===== src/rtl/uart_tx_fifo.sv =====
// uart_tx_fifo
// Buffered UART transmitter: an 8-bit FIFO feeds a framing engine with a
// runtime baud divisor and runtime frame format (5-8 data bits, none/even/odd
// parity, 1 or 2 stop bits). Frames go out back to back while the FIFO holds
// data.
//
// Ports:
//   i_Clock       system clock
//   i_Reset       asynchronous active-high reset
//   i_Tx_DV       write strobe, pushes i_Tx_Byte into the FIFO
//   i_Tx_Byte     byte to send, LSB first
//   i_Baud_Div    clocks per bit (0 and 1 behave as 2)
//   i_Data_Bits   data length code: 0..3 -> 5..8 bits
//   i_Parity      00 none, 01 even, 10 odd, 11 none
//   i_Stop2       0 one stop bit, 1 two stop bits
//   o_Tx_Serial   serial line, idles high
//   o_Tx_Active   high while a frame is on the line
//   o_Tx_Done     pulse in the last cycle of each frame
//   o_Tx_Ready    FIFO not full
//   o_Fifo_Count  FIFO occupancy
//   o_Overflow    pulse when a write is dropped on a full FIFO
module uart_tx_fifo #(
  parameter int unsigned DIV_WIDTH = 16,
  parameter int unsigned FIFO_AW   = 3
) (
  input  logic                 i_Clock,
  input  logic                 i_Reset,
  input  logic                 i_Tx_DV,
  input  logic [7:0]           i_Tx_Byte,
  input  logic [DIV_WIDTH-1:0] i_Baud_Div,
  input  logic [1:0]           i_Data_Bits,
  input  logic [1:0]           i_Parity,
  input  logic                 i_Stop2,
  output logic                 o_Tx_Serial,
  output logic                 o_Tx_Active,
  output logic                 o_Tx_Done,
  output logic                 o_Tx_Ready,
  output logic [FIFO_AW:0]     o_Fifo_Count,
  output logic                 o_Overflow
);

  localparam int unsigned DEPTH = 1 << FIFO_AW;
  localparam int unsigned CW    = FIFO_AW + 1;

  typedef enum logic [2:0] {
    S_IDLE   = 3'd0,
    S_START  = 3'd1,
    S_DATA   = 3'd2,
    S_PARITY = 3'd3,
    S_STOP   = 3'd4
  } state_t;

  // FIFO storage and bookkeeping
  logic [7:0]         r_mem [0:DEPTH-1];
  logic [FIFO_AW-1:0] r_wr_ptr;
  logic [FIFO_AW-1:0] r_rd_ptr;
  logic [CW-1:0]      r_count;
  logic [CW-1:0]      w_count_n;
  logic               r_ready;
  logic               r_overflow;
  logic               w_full;
  logic               w_empty;
  logic               w_push;
  logic               w_drop;
  logic               w_pop;
  logic [7:0]         w_head;

  // Framing engine state
  state_t               r_state;
  state_t               w_state_n;
  logic [DIV_WIDTH-1:0] r_clk_cnt;
  logic [DIV_WIDTH-1:0] w_clk_cnt_n;
  logic [2:0]           r_bit_idx;
  logic [2:0]           w_bit_idx_n;
  logic [7:0]           r_shift;
  logic [7:0]           w_shift_n;
  logic [DIV_WIDTH-1:0] r_div;
  logic [DIV_WIDTH-1:0] w_div_n;
  logic [2:0]           r_last_idx;
  logic [2:0]           w_last_idx_n;
  logic                 r_par_en;
  logic                 w_par_en_n;
  logic                 r_par_bit;
  logic                 w_par_bit_n;
  logic                 r_stop2;
  logic                 w_stop2_n;
  logic                 w_bit_end;

  // Line-side values of the current state, registered onto the outputs
  logic w_serial;
  logic w_active;
  logic w_done;
  logic r_serial;
  logic r_active;
  logic r_done;

  // Config captured at pop time
  logic [DIV_WIDTH-1:0] w_div_clamp;
  logic [7:0]           w_data_mask;
  logic                 w_data_xor;

  assign w_full  = (r_count == CW'(DEPTH));
  assign w_empty = (r_count == CW'(0));
  // A write into a full FIFO is dropped even if a pop frees a slot this cycle
  assign w_push  = i_Tx_DV & ~w_full;
  assign w_drop  = i_Tx_DV & w_full;
  assign w_head  = r_mem[r_rd_ptr];

  assign w_div_clamp = (i_Baud_Div < DIV_WIDTH'(2)) ? DIV_WIDTH'(2) : i_Baud_Div;
  assign w_data_mask = 8'hFF >> (2'd3 - i_Data_Bits);
  assign w_data_xor  = ^(w_head & w_data_mask);

  assign w_bit_end = (r_clk_cnt == (r_div - DIV_WIDTH'(1)));

  // Occupancy after this cycle's push/pop
  always_comb begin
    w_count_n = r_count;
    case ({w_push, w_pop})
      2'b10:   w_count_n = r_count + CW'(1);
      2'b01:   w_count_n = r_count - CW'(1);
      default: w_count_n = r_count;
    endcase
  end

  // FIFO storage (no reset needed: contents are only read when counted valid)
  always_ff @(posedge i_Clock) begin
    if (w_push) begin
      r_mem[r_wr_ptr] <= i_Tx_Byte;
    end
  end

  // FIFO pointers, count and status flags
  always_ff @(posedge i_Clock or posedge i_Reset) begin
    if (i_Reset) begin
      r_wr_ptr   <= '0;
      r_rd_ptr   <= '0;
      r_count    <= '0;
      r_ready    <= 1'b1;
      r_overflow <= 1'b0;
    end else begin
      if (w_push) begin
        r_wr_ptr <= r_wr_ptr + FIFO_AW'(1);
      end
      if (w_pop) begin
        r_rd_ptr <= r_rd_ptr + FIFO_AW'(1);
      end
      r_count    <= w_count_n;
      r_ready    <= (w_count_n != CW'(DEPTH));
      r_overflow <= w_drop;
    end
  end

  // Framing FSM: state and datapath registers
  always_ff @(posedge i_Clock or posedge i_Reset) begin
    if (i_Reset) begin
      r_state    <= S_IDLE;
      r_clk_cnt  <= '0;
      r_bit_idx  <= '0;
      r_shift    <= '0;
      r_div      <= '0;
      r_last_idx <= '0;
      r_par_en   <= 1'b0;
      r_par_bit  <= 1'b0;
      r_stop2    <= 1'b0;
    end else begin
      r_state    <= w_state_n;
      r_clk_cnt  <= w_clk_cnt_n;
      r_bit_idx  <= w_bit_idx_n;
      r_shift    <= w_shift_n;
      r_div      <= w_div_n;
      r_last_idx <= w_last_idx_n;
      r_par_en   <= w_par_en_n;
      r_par_bit  <= w_par_bit_n;
      r_stop2    <= w_stop2_n;
    end
  end

  // Framing FSM: next state, pop request and line value
  always_comb begin
    w_state_n    = r_state;
    w_clk_cnt_n  = r_clk_cnt;
    w_bit_idx_n  = r_bit_idx;
    w_shift_n    = r_shift;
    w_div_n      = r_div;
    w_last_idx_n = r_last_idx;
    w_par_en_n   = r_par_en;
    w_par_bit_n  = r_par_bit;
    w_stop2_n    = r_stop2;
    w_pop        = 1'b0;
    w_serial     = 1'b1;
    w_active     = 1'b1;
    w_done       = 1'b0;

    case (r_state)
      S_IDLE: begin
        w_active = 1'b0;
        w_pop    = ~w_empty;
      end

      S_START: begin
        w_serial = 1'b0;
        if (w_bit_end) begin
          w_clk_cnt_n = '0;
          w_bit_idx_n = '0;
          w_state_n   = S_DATA;
        end else begin
          w_clk_cnt_n = r_clk_cnt + DIV_WIDTH'(1);
        end
      end

      S_DATA: begin
        w_serial = r_shift[0];
        if (w_bit_end) begin
          w_clk_cnt_n = '0;
          w_shift_n   = {1'b0, r_shift[7:1]};
          if (r_bit_idx == r_last_idx) begin
            w_bit_idx_n = '0;
            w_state_n   = r_par_en ? S_PARITY : S_STOP;
          end else begin
            w_bit_idx_n = r_bit_idx + 3'd1;
          end
        end else begin
          w_clk_cnt_n = r_clk_cnt + DIV_WIDTH'(1);
        end
      end

      S_PARITY: begin
        w_serial = r_par_bit;
        if (w_bit_end) begin
          w_clk_cnt_n = '0;
          w_bit_idx_n = '0;
          w_state_n   = S_STOP;
        end else begin
          w_clk_cnt_n = r_clk_cnt + DIV_WIDTH'(1);
        end
      end

      S_STOP: begin
        if (w_bit_end) begin
          w_clk_cnt_n = '0;
          // r_bit_idx counts stop bits already completed
          if (r_bit_idx == {2'b00, r_stop2}) begin
            w_done      = 1'b1;
            w_bit_idx_n = '0;
            w_pop       = ~w_empty;
            w_state_n   = S_IDLE;
          end else begin
            w_bit_idx_n = r_bit_idx + 3'd1;
          end
        end else begin
          w_clk_cnt_n = r_clk_cnt + DIV_WIDTH'(1);
        end
      end

      default: begin
        w_state_n = S_IDLE;
      end
    endcase

    // Popping loads the next frame and freezes its format until it ends
    if (w_pop) begin
      w_state_n    = S_START;
      w_clk_cnt_n  = '0;
      w_bit_idx_n  = '0;
      w_shift_n    = w_head;
      w_div_n      = w_div_clamp;
      w_last_idx_n = 3'd4 + {1'b0, i_Data_Bits};
      w_par_en_n   = ^i_Parity;
      w_par_bit_n  = i_Parity[1] ? ~w_data_xor : w_data_xor;
      w_stop2_n    = i_Stop2;
    end
  end

  // Registered line outputs, one cycle behind the FSM state
  always_ff @(posedge i_Clock or posedge i_Reset) begin
    if (i_Reset) begin
      r_serial <= 1'b1;
      r_active <= 1'b0;
      r_done   <= 1'b0;
    end else begin
      r_serial <= w_serial;
      r_active <= w_active;
      r_done   <= w_done;
    end
  end

  assign o_Tx_Serial  = r_serial;
  assign o_Tx_Active  = r_active;
  assign o_Tx_Done    = r_done;
  assign o_Tx_Ready   = r_ready;
  assign o_Fifo_Count = r_count;
  assign o_Overflow   = r_overflow;

endmodule

===== config.mk =====
export PLATFORM = sky130hd
export DESIGN_NAME = uart_tx_fifo
export DESIGN_NICKNAME = d
export VERILOG_FILES = /design/src/rtl/uart_tx_fifo.sv
export SDC_FILE = /design/constraint.sdc
export NUM_CORES = 1
export LEC_CHECK = 0
export ABC_AREA = 1
export CORE_MARGIN = 2
export CORE_UTILIZATION = 35
export CTS_CLUSTER_DIAMETER = 60
export CTS_CLUSTER_SIZE = 12
export DETAILED_ROUTE_END_ITERATION = 7
export PLACE_DENSITY = 0.58
export SLEW_MARGIN = 20
export SYNTH_ARGS = -nofsm -noshare
export SYNTH_HDL_FRONTEND = slang
export SYNTH_SLANG_ARGS = --single-unit

===== constraint.sdc =====
create_clock -name i_Clock -period 4.3 [get_ports i_Clock]
set_clock_uncertainty 0.05 [all_clocks]
set_input_delay 0.86 -clock i_Clock [delete_from_list [all_inputs] [get_ports i_Clock]]
set_output_delay 0.86 -clock i_Clock [all_outputs]
set_load 0.01 [all_outputs]

=== After elaboration in Yosys (flattened, before gate mapping) ===
Memory sizes are Yosys's and may differ from the RTL's.
Index checks and enable logic that the tools add are counted.

* $add $sub $neg: 9
* Magnitude comparators: 1
* Eq/ne operators: 19
* Shifts and indexed selects: 1
* Multiplexer cells: 35
* Bitwise operators: 6
* Reductions and logical operators: 13

{| class="wikitable"
|+ Operator list
! operator !! count
|-
| two-way mux 16 bit || 4
|-
| two-way mux 3 bit || 14
|-
| two-way mux 8 bit || 3
|-
| inequality test 3 bit, second input constant || 6
|-
| adder 16 x 1 -> 16 bit, second input constant || 1
|-
| equality test 16 bit || 1
|-
| less-than comparator 16 x 2 -> 1 bit, second input constant || 1
|-
| subtractor 16 x 1 -> 16 bit, second input constant || 1
|-
| one-hot mux 3 bit (5 select lines) || 1
|-
| adder 3 x 1 -> 3 bit, second input constant || 3
|-
| two-way mux 1 bit || 9
|-
| one-hot mux 3 bit (3 select lines) || 1
|-
| bitwise AND 8 bit || 1
|-
| one-hot mux 4 bit (2 select lines) || 1
|-
| parity 8 bit || 1
|-
| >> shifter 8 x 2 -> 8 bit, first input constant || 1
|-
| AND reduction 7 bit || 1
|-
| equality test 3 x 2 -> 1 bit, second input constant || 2
|-
| nonzero test 2 bit || 3
|-
| adder 4 x 1 -> 4 bit, second input constant || 1
|-
| equality test 4 bit, second input constant || 1
|-
| logical NOT 4 bit || 1
|-
| inequality test 4 bit, second input constant || 1
|-
| AND reduction 4 bit || 1
|-
| 21 further kinds || 24
|}

* Register bits: 67
* Bits in writable memories: 64
* Output and inout port bits: 9
* Logic and storage cells: 102
* Memories: 1

{| class="wikitable"
|+ Memory list
! memory !! depth !! bits a word !! read ports !! clocked after memory_dff !! wr ports !! line !! text
|-
| r_mem || 8 || 8 || 1 || 0 || 1 || 54 || <nowiki>logic [7:0] r_mem [0:DEPTH-1];</nowiki>
|}

=== Depth between registers and ports, before layout ===
Gate-level depths: netlist of the first run.

* Word-level depth: 8
* Mapped depth: 25

=== Least setup slack after synthesis of the first run ===
No wires, ideal clock.

* Path type: flip-flop to flip-flop
* Start: register r_div[0]
* End: register r_ready (netlist: o_Tx_Ready)
* Arrival time: 3.149 ns
* Data required time: 4.168 ns
* Slack: 1.019 ns
* Cell stages (with the launch flop): 25
* Path buffers: 2
* Clock period less this slack: 3.281 ns
* Cell sequence: dfrtp_1 -> inv_1 -> ha_1 -> nand2_1 -> nor2_1 -> nand3_1 -> nand2_1 -> nand3_1 -> nor2_1 -> nand2_1 -> nor2_4 -> nand3_2 -> nand2_2 -> buf_6 -> buf_8 -> ha_1 -> nand2_1 -> inv_1 -> nor2_1 -> ha_1 -> a21oi_1 -> xor2_1 -> o21ai_0 -> nor3_1 -> nand2_1

* Longest elaborated chain between the ends: 7
* Elaborated cells on any way between the ends: 8
* Those cells by class: add/sub: 1; eq/ne: 4; mux: 3

{| class="wikitable"
|+ RTL lines
! what !! line !! text
|-
| from (decl) || 77 || <nowiki>logic [DIV_WIDTH-1:0] r_div;</nowiki>
|-
| from (signal assigned) || 170 || <nowiki>r_div <= w_div_n;</nowiki>
|-
| subtractor 16 x 1 -> 16 bit (*) || 113 || <nowiki>assign w_bit_end = (r_clk_cnt == (r_div - DIV_WIDTH'(1)));</nowiki>
|-
| equality test 16 bit (*) || 113 ||
|-
| two-way mux 1 bit (*) || 239 || <nowiki>if (w_bit_end) begin</nowiki>
|-
| one-hot mux 1 bit (2 select lines) (*) || 194 || <nowiki>case (r_state)</nowiki>
|-
| equality test 2 x 1 -> 1 bit or equality test 2 bit (tied branches) || 118 || <nowiki>case ({w_push, w_pop})</nowiki>
|-
| one-hot mux 4 bit (2 select lines) (*) || 118 ||
|-
| via w_count_n[2] || 58 || <nowiki>logic [CW-1:0] w_count_n;</nowiki>
|-
| inequality test 4 bit (*) || 148 || <nowiki>r_ready <= (w_count_n != CW'(DEPTH));</nowiki>
|-
| to (signal assigned) || 148 ||
|-
| to (decl) || 59 || <nowiki>logic r_ready;</nowiki>
|}

Mark *: on every way through the listed nets, which the timed path passes. The rest lies on a longest branch.
A chain may end at the register's enable or synchronous reset.

=== Worst setup path after layout of the first run ===
Same ends and word-level chain as after synthesis.

==> results of run 1 <==
-- tightest hold or removal path: stages, from the launching register on --
cell,delay (ps)
dfrtp_1,340
nand2_1,60
nand2_1,60
-- metal layers --
| layer | vias to the layer above | wire, um | share of wire, % | GRT usage, % |
|---|---|---|---|---|
| li1 | 3030 | - | - | - |
| met3 | 21 | 658 | 3.7 | 3.528 |
| met1 | 2795 | 8811 | 49 | 23.95 |
| met2 | 119 | 8145 | 46 | 26.88 |
| met5 | - | 0 | 0 | 0 |
| met4 | 0 | 244 | 1.4 | 5.095 |
-- logic make-up after synthesis --
family,count (synthesis)
adders and majority gates,8
AOI/OAI and AO/OA,84
xor gates and xnor gates,32
buffers and inverters,113
and+or+nand+nor,539
DFF,131
-- state kept, by name (all words and copies together) (netlist names) --
signal,flops
o_Tx_Active,1
r_state,3
o_Tx_Done,1
o_Tx_Ready,1
o_Tx_Serial,1
r_par_en,1
r_rd_ptr,3
o_Fifo_Count,4
r_mem,64
r_stop2,1
r_clk_cnt,16
r_div,16
r_last_idx,3
r_par_bit,1
r_wr_ptr,3
r_shift,8
o_Overflow,1
r_bit_idx,3
-- cell type report --
type / count / area, um^2 / area share, %
inverter: 86 / 322.8 / 3.774
tap: 270 / 337.8 / 3.949
clock buffer: 17 / 425.4 / 4.973
sequential: 131 / 3601 / 42.09
clock inverter: 15 / 210.2 / 2.457
timing repair buffer: 49 / 467.9 / 5.470
multi-input combinational: 663 / 3189 / 37.28
-- through the flow --
stage                     util [%]  cell area [um^2]
after floorplan                  -              7287
after global placement       38.89              7919
after detailed placement     38.89              7919
after CTS                    42.01              8554
after global routing         42.01              8554
final                        42.01              8554
-- Yosys cell counts (all sizes together) --
cell type / instances
clkinv: 3
dfstp: 2
clkbuf: 13
nor3: 16
edfxtp: 64
nor4: 5
o22ai: 4
o21ai: 70
dfrtp: 65
nand4: 6
or2: 2
inv: 83
xor2: 19
nor2: 138
xnor2: 13
a32o: 1
o211ai: 1
buf: 14
nand2: 270
o21a: 1
ha: 8
nand3b: 4
nand3: 97
a21oi: 7
and2: 1
-- path summary, 6_finish.rpt --
kind	from	end	slack, ps	cells after the start
setup / recovery	r_div[0]$_DFFE_PP0N_	o_Tx_Ready$_DFF_PP1_	900	22
hold / removal	r_par_bit$_DFFE_PP0N_	r_par_bit$_DFFE_PP0N_	440	2
setup reg to reg	r_div[0]$_DFFE_PP0N_	o_Tx_Ready$_DFF_PP1_	900	22
hold reg to reg	r_par_bit$_DFFE_PP0N_	r_par_bit$_DFFE_PP0N_	440	2
max in group asynchronous	i_Reset	r_div[10]$_DFFE_PP0N_	2660	3
min in group asynchronous	i_Reset	o_Overflow$_DFF_PP0_	950	3
-- power groups by stage --
stage | sequential (mW) | clock [mW] | combinational [mW]
finish | 1.87 | 1.54 | 2.09
global route | 1.91 | 1.63 | 2.42
CTS | 1.87 | 1.57 | 2.11
detailed placement | 1.89 | 0 | 2.10
global placement | 1.89 | 0 | 2.07
floorplan | 1.82 | 0 | 1.61
==> flow_summary_export.csv, run 1 <==
group,metric,value,unit
drt,num_vias,5965,
drt,vias_per_cell,4.846,
power,power_frac_clock,28.0,%
sta,setup_violations,0,
logic_synthesis,ys_top_cells_by_area,"edfxtp_1 26%, dfrtp_1 22%, nand2_1 13%",
logic_synthesis,synth_adder_area_share,1.374,%
drt,totalWireLength,17860,um
critical_path,cpMostUsedCell,"nand2_1",
logic_synthesis,synth_cells,907,
layout,stdcell_count,1231,
logic_synthesis,syn-num-nets,947,
drt,drt_iter0_drc,418,
cts,ctsHoldBuffers,0,
layout,drive_gt1_share,9.053,%
layout,fill_cells,2082,
critical_path,cp_top_family,"simple AND/OR/NAND/NOR gates",
outcome,status,"finished, final reports clean",
cts,cts_setup_buffers,0,
critical_path,critical_path_required,4610,ps
critical_path,cp-end-kind,"register",
critical_path,critPathBufInv,2,
floorplanning,die_area,21990,um^2
cts,htree_levels,4,
power,max-vdd-ir-drop,272.0,uV
cts,root_buffer,"clkbuf_16",
logic_synthesis,synth_top_area_share,26.37,%
job,maxCapViolations,0,
cts,path_clk_slew,70,ps
sta,slew_viol_final,0,
sta,finalSetupTns,0,ps
cts,numCtsBuffers,17,
grt,antenna_found_initial,0,
grt,grt_pass1_wl,29460,um
floorplanning,io_pins,41,
placed_design,hpwl,12340,um
placed_design,portBuffers,40,
logic_synthesis,yosys.area_share.simple,31.95,%
sta,fmax,294.2,MHz
power,netSwitchingFraction,41.12,%
sta,hold_viol_final,0,
critical_path,cp-start-kind,"register",
cts,cts-resized-gates,0,
sta,worst_slew_pin_slew,1016,ps
drt,antenna_left,0,
sta,max_slew_margin,32.03,%
drt,drc_errors,0,
grt,grt_max_degree,68,
floorplanning,initial_core_util,35.78,%
layout,diodes,0,
logic_synthesis,synth-seq-cells,131,
sta,rsz0062_at_grt,"no",
critical_path,cp_cell_sequence,"inv_1 -> ha_1 -> nand2_1 -> nor2_1 -> nand3_1 -> nand2_1 -> nand3_1 -> nor2_1 -> nand2_1 -> nor2_4 -> nand3_2 -> nand2_2 -> ha_1 -> nand2_1 -> inv_1 -> nor2_1 -> ha_1 -> a21oi_1 -> xor2_1 -> o21ai_0 -> nor3_1 -> nand2_1",
power,power.total,5.509,mW
logic_synthesis,ys_warn_count,0,
cts,clock-sinks,131,
drt,dr.pass1.iters,5,
floorplanning,die_w,148.3,um
grt,grt_usage,17.11,%
grt,grt_overflow,0,
logic_synthesis,yosysSeqAreaShare,49.42,%
critical_path,cp_slowest_cell,"dfrtp_1",
logic_synthesis,postSynthAreaPerCell,8.034,um^2
logic_synthesis,synth-compound-area-share,6.593,%
placed_design,gp_congestion,0.8611,
sta,layout_worst_path_cycle_share,79.04,%
cts,clk_path_buf_depth,2,
power,p_switching,2.265,mW
logic_synthesis,synth.largest_area_cell,"edfxtp_1",
cts,clk_latency,430,ps
critical_path,cp.arrival,3710,ps
layout,area_delta_synth_final,17.39,%
critical_path,worst-setup-path-type,"register to register",
critical_path,crit_path_max_incr_delay,410,ps
cts,cts_tree,"yes",
floorplanning,fp.coreArea,20360,um^2
logic_synthesis,synthMuxAreaShare,0,%
critical_path,path_max_fanout,5,
floorplanning,die_h,148.3,um
power,power_density,644.0,nW/um^2
sta,fin_ws,901.2,ps
logic_synthesis,synthXorXnorAreaFrac,3.846,%
power,p_leak,3.799,nW
power,p_seq_share,34.0,%
logic_synthesis,yosysUniqueCellTypes,36,
sta,layout_min_cycle_time,3399,ps
sta,holdWs,439.1,ps
logic_synthesis,syn_area,7287,um^2
logic_synthesis,synth_top_family_by_area,"simple AND/OR/NAND/NOR gates",
grt,grt_pass1_vias,5678,
power,pwr-share-comb,38.0,%
layout,fin_nets,988,
floorplanning,fp-row-count,52,
layout,final_cell_mix,"257 x nand2_1, 127 x nor2_1, 93 x nand3_1",
min_path,hold_class,"register to register",
drt,wl_per_cell,14.51,um
layout,mostFrequentLayoutCell,"nand2_1",
placed_design,dp.cells,1199,
placed_design,dpl_worst_slack,889.1,ps
power,internal-power,3.243,mW
(Power assumes the default switching activity.)
==> run 2, diff against run 1 <==
==> constraint.sdc (replaced) <==
create_clock -name i_Clock -period 3.4 [get_ports i_Clock]
set_clock_uncertainty 0.05 [all_clocks]
set_input_delay 0.68 -clock i_Clock [delete_from_list [all_inputs] [get_ports i_Clock]]
set_output_delay 0.68 -clock i_Clock [all_outputs]
set_load 0.01 [all_outputs]
==> run 2 against run 1 <==
  * Register-to-register slack got worse by 590 ps
  * First-iteration DRC count decreased by 7.9%
  * Clock power increased by 17%
  * Clock-buffer cell count unchanged
  * Critical path type unchanged
  * Critical endpoint unchanged
==> flow_summary_export.csv, run 2 (synthesized netlist as in run 1, its figures left out) <==
group,metric,value,unit
layout,largest-register,"r_mem",
grt,grt_pass1_vias,5771,
outcome,status,"finished, final reports clean",
layout,diodes,0,
grt,grt_usage,17.07,%
drt,vias_per_cell,4.778,
floorplanning,initial_core_util,35.78,%
critical_path,path_max_fanout,6,
critical_path,r2r-end,"o_Tx_Ready$_DFF_PP1_",
layout,final_area,8725,um^2
cts,path_clk_slew,70,ps
grt,antenna_found_initial,0,
cts,clk_path_buf_depth,2,
placed_design,hpwl,12420,um
layout,reg.largest.list,"r_mem (64), r_clk_cnt (16), r_div (16)",
layout,area_delta_synth_final,19.73,%
power,p_leak,3.881,nW
job,maxCapViolations,0,
floorplanning,fp.coreArea,20360,um^2
layout,mostFrequentLayoutCell,"nand2_1",
drt,antenna_left,0,
critical_path,cp-end-kind,"register",
power,max-vdd-ir-drop,433.9,uV
placed_design,postPlaceCellArea,8024,um^2
critical_path,cp-start-kind,"register",
power,power_density,800.0,nW/um^2
drt,dr.pass1.iters,5,
sta,layout_worst_path_cycle_share,90.96,%
critical_path,r2r_start,"r_div[2]$_DFFE_PP0N_",
grt,grt_max_degree,56,
sta,setup_violations,0,
layout,largest_reg_flops,64,
floorplanning,die_area,21990,um^2
critical_path,reg2regPathDepth,21,
grt,grt_pass1_wl,29460,um
cts,cts_tree,"yes",
power,power.total,6.979,mW
cts,numCtsBuffers,17,
critical_path,critical_path_required,3710,ps
cts,clk_latency,430,ps
sta,fin_ws,307.5,ps
floorplanning,die_w,148.3,um
placed_design,dpl_worst_slack,135.2,ps
drt,wl_per_cell,14.20,um
cts,root_buffer,"clkbuf_16",
sta,worst_slew_pin_slew,712.7,ps
drt,totalWireLength,17740,um
critical_path,worst-setup-path-type,"register to register",
layout,final_cell_mix,"256 x nand2_1, 123 x nor2_1, 93 x nand3_1",
critical_path,cp.arrival,3400,ps
drt,drc_errors,0,
layout,fin_nets,1006,
sta,hold_viol_final,0,
floorplanning,die_h,148.3,um
floorplanning,fp-row-count,52,
drt,num_vias,5968,
sta,max_slew_margin,52.43,%
sta,rsz0062_at_grt,"no",
layout,drive_gt1_share,11.85,%
placed_design,portBuffers,40,
grt,grt_overflow,0,
sta,slew_viol_final,0,
sta,fmax,323.4,MHz
sta,finalSetupTns,0,ps
cts,clock-sinks,131,
drt,drt_iter0_drc,385,
critical_path,rrSetupSlack,310,ps
floorplanning,io_pins,41,
sta,layout_min_cycle_time,3093,ps
placed_design,gp_congestion,0.8798,
min_path,hold_class,"input pin to asynchronous set/reset pin",
cts,htree_levels,4,
## run 2: area by class of cell
class / count / area, um^2
multi-input combinational: 664 / 3281
clock inverter: 15 / 158.9
sequential: 131 / 3603
inverter: 86 / 322.8
fill: 1996 / 11640
tap: 270 / 337.8
timing repair buffer: 66 / 595.6
clock buffer: 17 / 425.4
## run 2: how the worst max path moves through the flow
stage                               startpoint                   end  slack [ps]  cells past startpoint
final                     r_div[2]$_DFFE_PP0N_  o_Tx_Ready$_DFF_PP1_         310                     21
after global routing      r_div[2]$_DFFE_PP0N_  o_Tx_Ready$_DFF_PP1_          60                     21
after CTS                 r_div[0]$_DFFE_PP0N_  o_Tx_Ready$_DFF_PP1_         130                     22
after detailed placement  r_div[0]$_DFFE_PP0N_  o_Tx_Ready$_DFF_PP1_         140                     22
after global placement    r_div[1]$_DFFE_PP0N_  o_Tx_Ready$_DFF_PP1_         240                     22
after floorplan           r_div[0]$_DFFE_PP0N_  o_Tx_Ready$_DFF_PP1_         120                     24
## run 2: repair_timing
action                                  in CTS  in global routing
gates resized for setup                      0                 19
buffers inserted                             0                  3
hold buffers                                 0                  0
endpoints found under the setup margin       0                  4
## run 2: worst max-delay path: stages (launching register included)
cell	delay, ps
dfrtp_1	430
nor2_2	220
nand2_4	150
nor2_8	140
nand2_1	80
nand3_2	100
nand2_1	70
nor2_2	80
nand3_1	140
nor2_4	160
nand3_2	90
nand2_2	130
ha_4	170
nand2_1	70
inv_1	70
nor2_1	50
ha_1	170
a21oi_1	140
xor2_1	150
o21ai_0	110
nor3_1	190
nand2_1	70
## run 2: per-stage QoR
step	util (%)	std cells	hold WS, ps
after floorplan	-	907	399.3
after global placement	39.40	1213	429.2
after detailed placement	39.40	1213	429.7
after CTS	42.27	1245	410.8
after global routing	42.84	1249	455.0
final	42.84	1249	418.6
## run 2: routing by layer
| metal | share of wire [%] | track usage [%] |
|---|---|---|
| met5 | 0 | 0 |
| met4 | 2.7 | 7.810 |
| met3 | 3.9 | 3.160 |
| met2 | 45 | 26.83 |
| met1 | 48 | 23.00 |
## run 2: power by group
group / total, mW / switching (mW) / internal, mW
Sequential: 2.38 / 0.324 / 2.05
Clock: 1.80 / 0.821 / 0.981
Combinational: 2.80 / 1.78 / 1.02
